[config.mk]
export PLATFORM = sky130hd
export DESIGN_NAME = mem_port_arbiter
export DESIGN_NICKNAME = d
export VERILOG_FILES = /design/src/rtl/mem_port_arbiter.sv
export SDC_FILE = /design/constraint.sdc
export NUM_CORES = 1
export LEC_CHECK = 0
export CORE_AREA = 2 2 106 108
export DETAILED_ROUTE_END_ITERATION = 12
export DIE_AREA = 0 0 108 110
export HOLD_SLACK_MARGIN = 0.12
export PLACE_DENSITY = 0.79
export SLEW_MARGIN = 10
export SYNTH_ARGS = -nofsm -noshare
export SYNTH_HDL_FRONTEND = slang
export SYNTH_SLANG_ARGS = --single-unit
[constraint.sdc]
create_clock -name clock -period 1.74 [get_ports clock]
set_input_delay 0.348 -clock clock [delete_from_list [all_inputs] [get_ports clock]]
set_output_delay 0.348 -clock clock [all_outputs]
set_load 0.1 [all_outputs]
[src/rtl/mem_port_arbiter.sv]
// Arbitrates one single-port memory between the instruction-fetch and load/store requesters.
// Define ARB_STARVE_GUARD_EN to enable the fetch starvation guard (default: strict data priority).
module mem_port_arbiter #(
  parameter int ADDR_W       = 32,
  parameter int DATA_W       = 32,
  parameter int MEM_LAT      = 1,
  parameter int STARVE_LIMIT = 4
) (
  input  logic              clock,
  input  logic              reset,
  input  logic              i_req,
  input  logic [ADDR_W-1:0] i_addr,
  output logic              i_gnt,
  output logic              i_rvalid,
  output logic [DATA_W-1:0] i_rdata,
  input  logic              d_req,
  input  logic              d_we,
  input  logic [ADDR_W-1:0] d_addr,
  input  logic [DATA_W-1:0] d_wdata,
  input  logic [1:0]        d_size,
  output logic              d_gnt,
  output logic              d_rvalid,
  output logic [DATA_W-1:0] d_rdata,
  output logic              m_en,
  output logic              m_we,
  output logic [ADDR_W-1:0] m_addr,
  output logic [DATA_W-1:0] m_wdata,
  output logic [1:0]        m_size,
  input  logic [DATA_W-1:0] m_rdata
);

  if (MEM_LAT < 1 || MEM_LAT > 4 || STARVE_LIMIT < 1 || STARVE_LIMIT > 15) begin : g_param_check
    $error("mem_port_arbiter: MEM_LAT or STARVE_LIMIT out of range");
  end

  localparam logic [2:0] LAT_INIT = 3'(MEM_LAT - 1);

  typedef enum logic [1:0] {
    IDLE,
    WAIT_I,
    WAIT_D
  } state_t;

  state_t     state, state_nxt;
  logic [2:0] lat_cnt, lat_cnt_nxt;
  logic       cap_i, cap_d;
  logic       fetch_wins;

`ifdef ARB_STARVE_GUARD_EN
  localparam logic [3:0] STARVE_TH = 4'(STARVE_LIMIT);
  logic [3:0] starve_cnt;

  always_ff @(posedge clock) begin
    if (reset) begin
      starve_cnt <= '0;
    end else if (!i_req || i_gnt) begin
      starve_cnt <= '0;
    end else if (starve_cnt != '1) begin
      starve_cnt <= starve_cnt + 4'd1;
    end
  end

  assign fetch_wins = (starve_cnt >= STARVE_TH);
`else
  assign fetch_wins = 1'b0;
`endif

  // Grants are gated by reset so every output reads zero while reset is held.
  always_comb begin
    state_nxt   = state;
    lat_cnt_nxt = lat_cnt;
    cap_i       = 1'b0;
    cap_d       = 1'b0;
    i_gnt       = 1'b0;
    d_gnt       = 1'b0;
    m_en        = 1'b0;
    m_we        = 1'b0;
    m_addr      = '0;
    m_wdata     = '0;
    m_size      = '0;
    unique case (state)
      IDLE: begin
        if (!reset) begin
          if (i_req && (!d_req || fetch_wins)) begin
            i_gnt       = 1'b1;
            m_en        = 1'b1;
            m_addr      = i_addr;
            m_size      = 2'd2;
            state_nxt   = WAIT_I;
            lat_cnt_nxt = LAT_INIT;
          end else if (d_req) begin
            d_gnt   = 1'b1;
            m_en    = 1'b1;
            m_we    = d_we;
            m_addr  = d_addr;
            m_wdata = d_wdata;
            m_size  = d_size;
            if (!d_we) begin
              state_nxt   = WAIT_D;
              lat_cnt_nxt = LAT_INIT;
            end
          end
        end
      end
      WAIT_I, WAIT_D: begin
        if (lat_cnt == 3'd0) begin
          cap_i     = (state == WAIT_I);
          cap_d     = (state == WAIT_D);
          state_nxt = IDLE;
        end else begin
          lat_cnt_nxt = lat_cnt - 3'd1;
        end
      end
      default: state_nxt = IDLE;
    endcase
  end

  always_ff @(posedge clock) begin
    if (reset) begin
      state    <= IDLE;
      lat_cnt  <= '0;
      i_rvalid <= 1'b0;
      d_rvalid <= 1'b0;
      i_rdata  <= '0;
      d_rdata  <= '0;
    end else begin
      state    <= state_nxt;
      lat_cnt  <= lat_cnt_nxt;
      i_rvalid <= cap_i;
      d_rvalid <= cap_d;
      if (cap_i) i_rdata <= m_rdata;
      if (cap_d) d_rdata <= m_rdata;
    end
  end

endmodule

# Word level (Yosys, flattened, before mapping)
# Cells that the tools add are included.
[totals]
ff_bits = 71
out_inout_bits = 136
word_cells = 61
[op_classes]
addsub = 1
n_eq_ne = 6
n_mux = 40
reduce_logical = 8
[op_table]
columns = ["cell", "n"]
rows = [
  ["2-to-1 mux 32 bit", 8],
  ["2-to-1 mux 1 bit", 18],
  ["2-to-1 mux 2 bit", 8],
  ["2-to-1 mux 3 bit", 4],
  ["inequality test 3 bit (second input constant)", 2],
  ["case mux 3 bit (2 select lines)", 1],
  ["inequality test 2 bit (second input constant)", 2],
  ["case mux 2 bit (2 select lines)", 1],
  ["AND reduction 4 bit", 1],
  ["logical NOT 3 bit", 1],
  ["AND reduction 3 bit", 1],
  ["subtractor 3 x 1 -> 3 bit (second input constant)", 1],
  ["equality test 2 x 1 -> 1 bit (second input constant)", 1],
  ["equality test 2 bit (second input constant)", 1],
  ["logical NOT 2 bit", 1],
  ["nonzero test 2 bit", 1],
  ["OR reduction 2 bit", 1],
  ["logical AND 1 bit", 1],
  ["logical NOT 1 bit", 1],
]

# Longest topological paths before layout
# Gate-level depths: netlist of the first run.
[depth]
depth_word = 5
ltp_mapped = 8
ltp_nobuf = 7

# Worst setup path before layout of the first run
# Ideal clock, no wire load.
[synth_timing]
kind = "in2out"
start = "in reset"
end = "out m_size[1]"
t_arrival_ns = 2.845
t_required_ns = 1.392
setup_slack_ns = -1.453
cell_stages = 4
n_path_buf = 1
path_cell_list = "buf_2 nand2b_1 nor2_1 o21a_1"
[synth_via]
elab_chain_len = 2
[synth_lines]
columns = ["element", "line_no", "text"]
rows = [
  ["from (decl)", "10", "input logic reset,"],
  ["2-to-1 mux 2 bit", "83", "if (!reset) begin"],
  ["2-to-1 mux 2 bit", "81", "unique case (state)"],
  ["to (decl)", "28", "output logic [1:0] m_size,"],
]
# No other way between the ends.

# Worst setup path after layout of the first run
[layout_timing]
start = "reg state[1]"
end = "out m_addr[1]"
[layout_via]
elab_chain_len = 2
[layout_lines]
columns = ["element", "line_no", "text"]
rows = [
  ["from (decl)", "44", "state_t state, state_nxt;"],
  ["from (signal assigned)", "127", "state <= state_nxt;"],
  ["logical NOT 2 bit", "81", ""],
  ["2-to-1 mux 32 bit", "81", ""],
  ["to (decl)", "26", "output logic [ADDR_W-1:0] m_addr,"],
]
# No other way between the ends.

==> reports/metrics.csv, run 1 <==
metric,value,unit
outcome,finished with violations,
failed_checks,setup timing,
final_cells,854,
wl_per_cell,23.1,µm
syn_area_per_cell,7.72,µm²
drive_gt1_frac,0.419,
netlist.area_leader.share,0.448,
min_period,2.18,ns
ys_warn_count,0,
final_util,0.807,
setup.worst_path.start_class,flop,
die-area,11900,µm²
syn_inst,411,
drt_iter0_drc,247,
initial_core_util,0.297,
critical_path_buf_inv_count,5,
die_h,110,µm
grt_max_degree,72,
place_ws,-0.461,ns
synthTopCellsByArea,"dfxtp_1 45%, nand2_1 15%, a21oi_1 11%",
seq_area_frac_synth,0.448,
dp_hpwl,13600,µm
crit_required,1.39,ns
gr-usage-all-layers,0.315,
place_area,7920,µm²
grt_pass1_wl,27400,µm
hp-start,i_rdata[29],
arrival,1.84,ns
die_w,108,µm
ios,271,
clk_pin_slew_worst_paths,0.07,ns
cts_tree,done,
finalPower,5.55,mW
synth_seq_cells,71,
ant_nets,0,
relSlewSlack,0.473,
place_inst,814,
grt_pass1_vias,4589,
setup_viol,73,
synth_area_leader_cell,dfxtp_1,
critical-path-max-stage-delay,0.35,ns
cts_inserted_buffers,9,
power_density,643,nW/µm²
antenna_found_initial,2,
r2r-start,state[0],
period_share,1.26,
crit_top_cell,buf_12,
ctsRootBufferMaster,clkbuf_8,
crit_family,buffers and inverters,
clock-skew-final,0.00678,ns
fill_cells,608,
crit_type,flop to output port,
hold_class,flop to flop,
synth_nets,552,
slew_violations,0,
dr.pass1.iters,5,
maxCapViolations,0,
viasPerCell,5.09,
num_vias,4345,
crit_chain,inv_2 > ha_4 > nand2b_4 > buf_6 > nor2_4 > buf_12 > clkbuf_16 > a22o_4 > buf_12,
drc,0,
tightest_slew,0.790,ns
wirelength,19800,µm
htreeDepth,3,
fmax,0.458,GHz
hold_slack,0.493,ns
rsz0062_at_grt,yes,
gr-total-overflow,0,
final_common_cell,buf_12,
crit_slowest_cell,dfxtp_2,
path_max_fanout,8,
irDropWorstVdd,594,µV
setup_tns,-26.06,ns
setup_ws,-0.444,ns
synth_area,3170,µm²
critPathCaptureType,output port,
gp_congestion,0.859,
clk_latency,0.35,ns
synth_cell_types,23,
finish.instance_area,8630,µm²
portBuffers,270,
crit_start,state[1],
syn2layout_area_growth,172,%
max-clock-path-buffers,2,
p_leak,3.37,nW
core.rowCount,38,
core,10700,µm²
layout_common_cells,"144 x buf_12, 131 x clkdlybuf4s50_1, 128 x nand2_1, 69 x dfxtp_1, 64 x a21oi_1",
layout.nets,851,
hold_viol_final,0,
clkSinkCount,71,
postCtsHoldBufs,0,
==> final timing paths <==
check                     end  slack, ns  depth (start not counted)
hold reg to reg   i_rdata[29]       0.49                          2
hold / removal    i_rdata[29]       0.49                          2
setup reg to reg   lat_cnt[1]      -0.11                          9
setup / recovery    m_addr[1]      -0.44                          9
==> cells in the mapped netlist <==
library cell,count
nand2_1,131
dfxtp_1,71
a21oi_1,69
and2_1,34
a22o_1,31
clkbuf_1,16
buf_2,14
nor2_1,7
ha_1,6
inv_1,6
o21ai_0,4
buf_4,3
nand2b_1,3
or4b_1,3
and3_1,2
nand3_1,2
nor2b_1,2
o21ai_1,2
a21oi_2,1
a22oi_1,1
nand4b_1,1
nor3b_1,1
o21a_1,1
==> sequential cells by signal (all words and copies together) (netlist names) <==
name	count
d_rdata	32
i_rvalid	1
lat_cnt	3
i_rdata	32
state	2
d_rvalid	1
==> power by group <==
part	internal, mW	switching, mW	total, mW
Clock	0.680	0.591	1.27
Combinational	1.12	1.46	2.59
Sequential	1.66	0.0372	1.70
Total	3.46	2.09	5.55
==> cell families after synthesis <==
group	count (synthesis)	synth area share
flip-flops	71	0.448
AO/OA/AOI/OAI	109	0.211
AND/OR/NAND/NOR	186	0.262
adder cells (fa/ha/maj)	6	0.0237
buffers and inverters	39	0.0552
==> cell type report <==
cell class,instances,area (µm²),area share
repair buffers,321,4720,0.547
multi-input cells,301,2100,0.243
flip-flops and latches,71,1420,0.165
well taps,140,175,0.0203
clock buffers,10,138,0.0159
clock inverters,4,47.5,0.00551
inverters,6,22.5,0.00261
diodes,1,2.50,0.000290
==> metal layers <==
metal,part of all wire,routed length (µm),vias up,track usage
li1,-,-,1962,-
met1,0.34,6630,2062,0.320
met2,0.51,10200,243,0.576
met3,0.091,1800,76,0.0941
met4,0.058,1150,2,0.175
met5,0.00056,11,-,0
==> timing repair <==
| item | in CTS | in global routing |
|---|---|---|
| setup endpoints to repair | 70 | 141 |
| resized for setup | 41 | 20 |
| gates cloned | 6 | 2 |
| pin swaps | 19 | 13 |
| buffers inserted | 16 | 8 |
==> worst min-delay path: stages, from the launching register on <==
cell and delay, ns:
dfxtp_1 0.33, nand2_1 0.06, a21oi_1 0.05
(Power assumes the default switching activity.)
==> run 2, diff against run 1 <==
--- a/config.mk
+++ b/config.mk
@@ -6,6 +6,7 @@
 export NUM_CORES = 1
 export LEC_CHECK = 0
 export CORE_AREA = 2 2 106 108
+export CTS_CLUSTER_SIZE = 10
 export DETAILED_ROUTE_END_ITERATION = 12
 export DIE_AREA = 0 0 108 110
 export HOLD_SLACK_MARGIN = 0.12
==> results of run 2 <==
No change in the layout: final DEF, timing and power equal those of run 1.
==> run 3, diff against run 2 <==
--- a/config.mk
+++ b/config.mk
@@ -9,7 +9,6 @@
 export CTS_CLUSTER_SIZE = 10
 export DETAILED_ROUTE_END_ITERATION = 12
 export DIE_AREA = 0 0 108 110
-export HOLD_SLACK_MARGIN = 0.12
 export PLACE_DENSITY = 0.79
 export SLEW_MARGIN = 10
 export SYNTH_ARGS = -nofsm -noshare
==> results of run 3 <==
No change in the layout: final DEF, timing and power equal those of run 1.
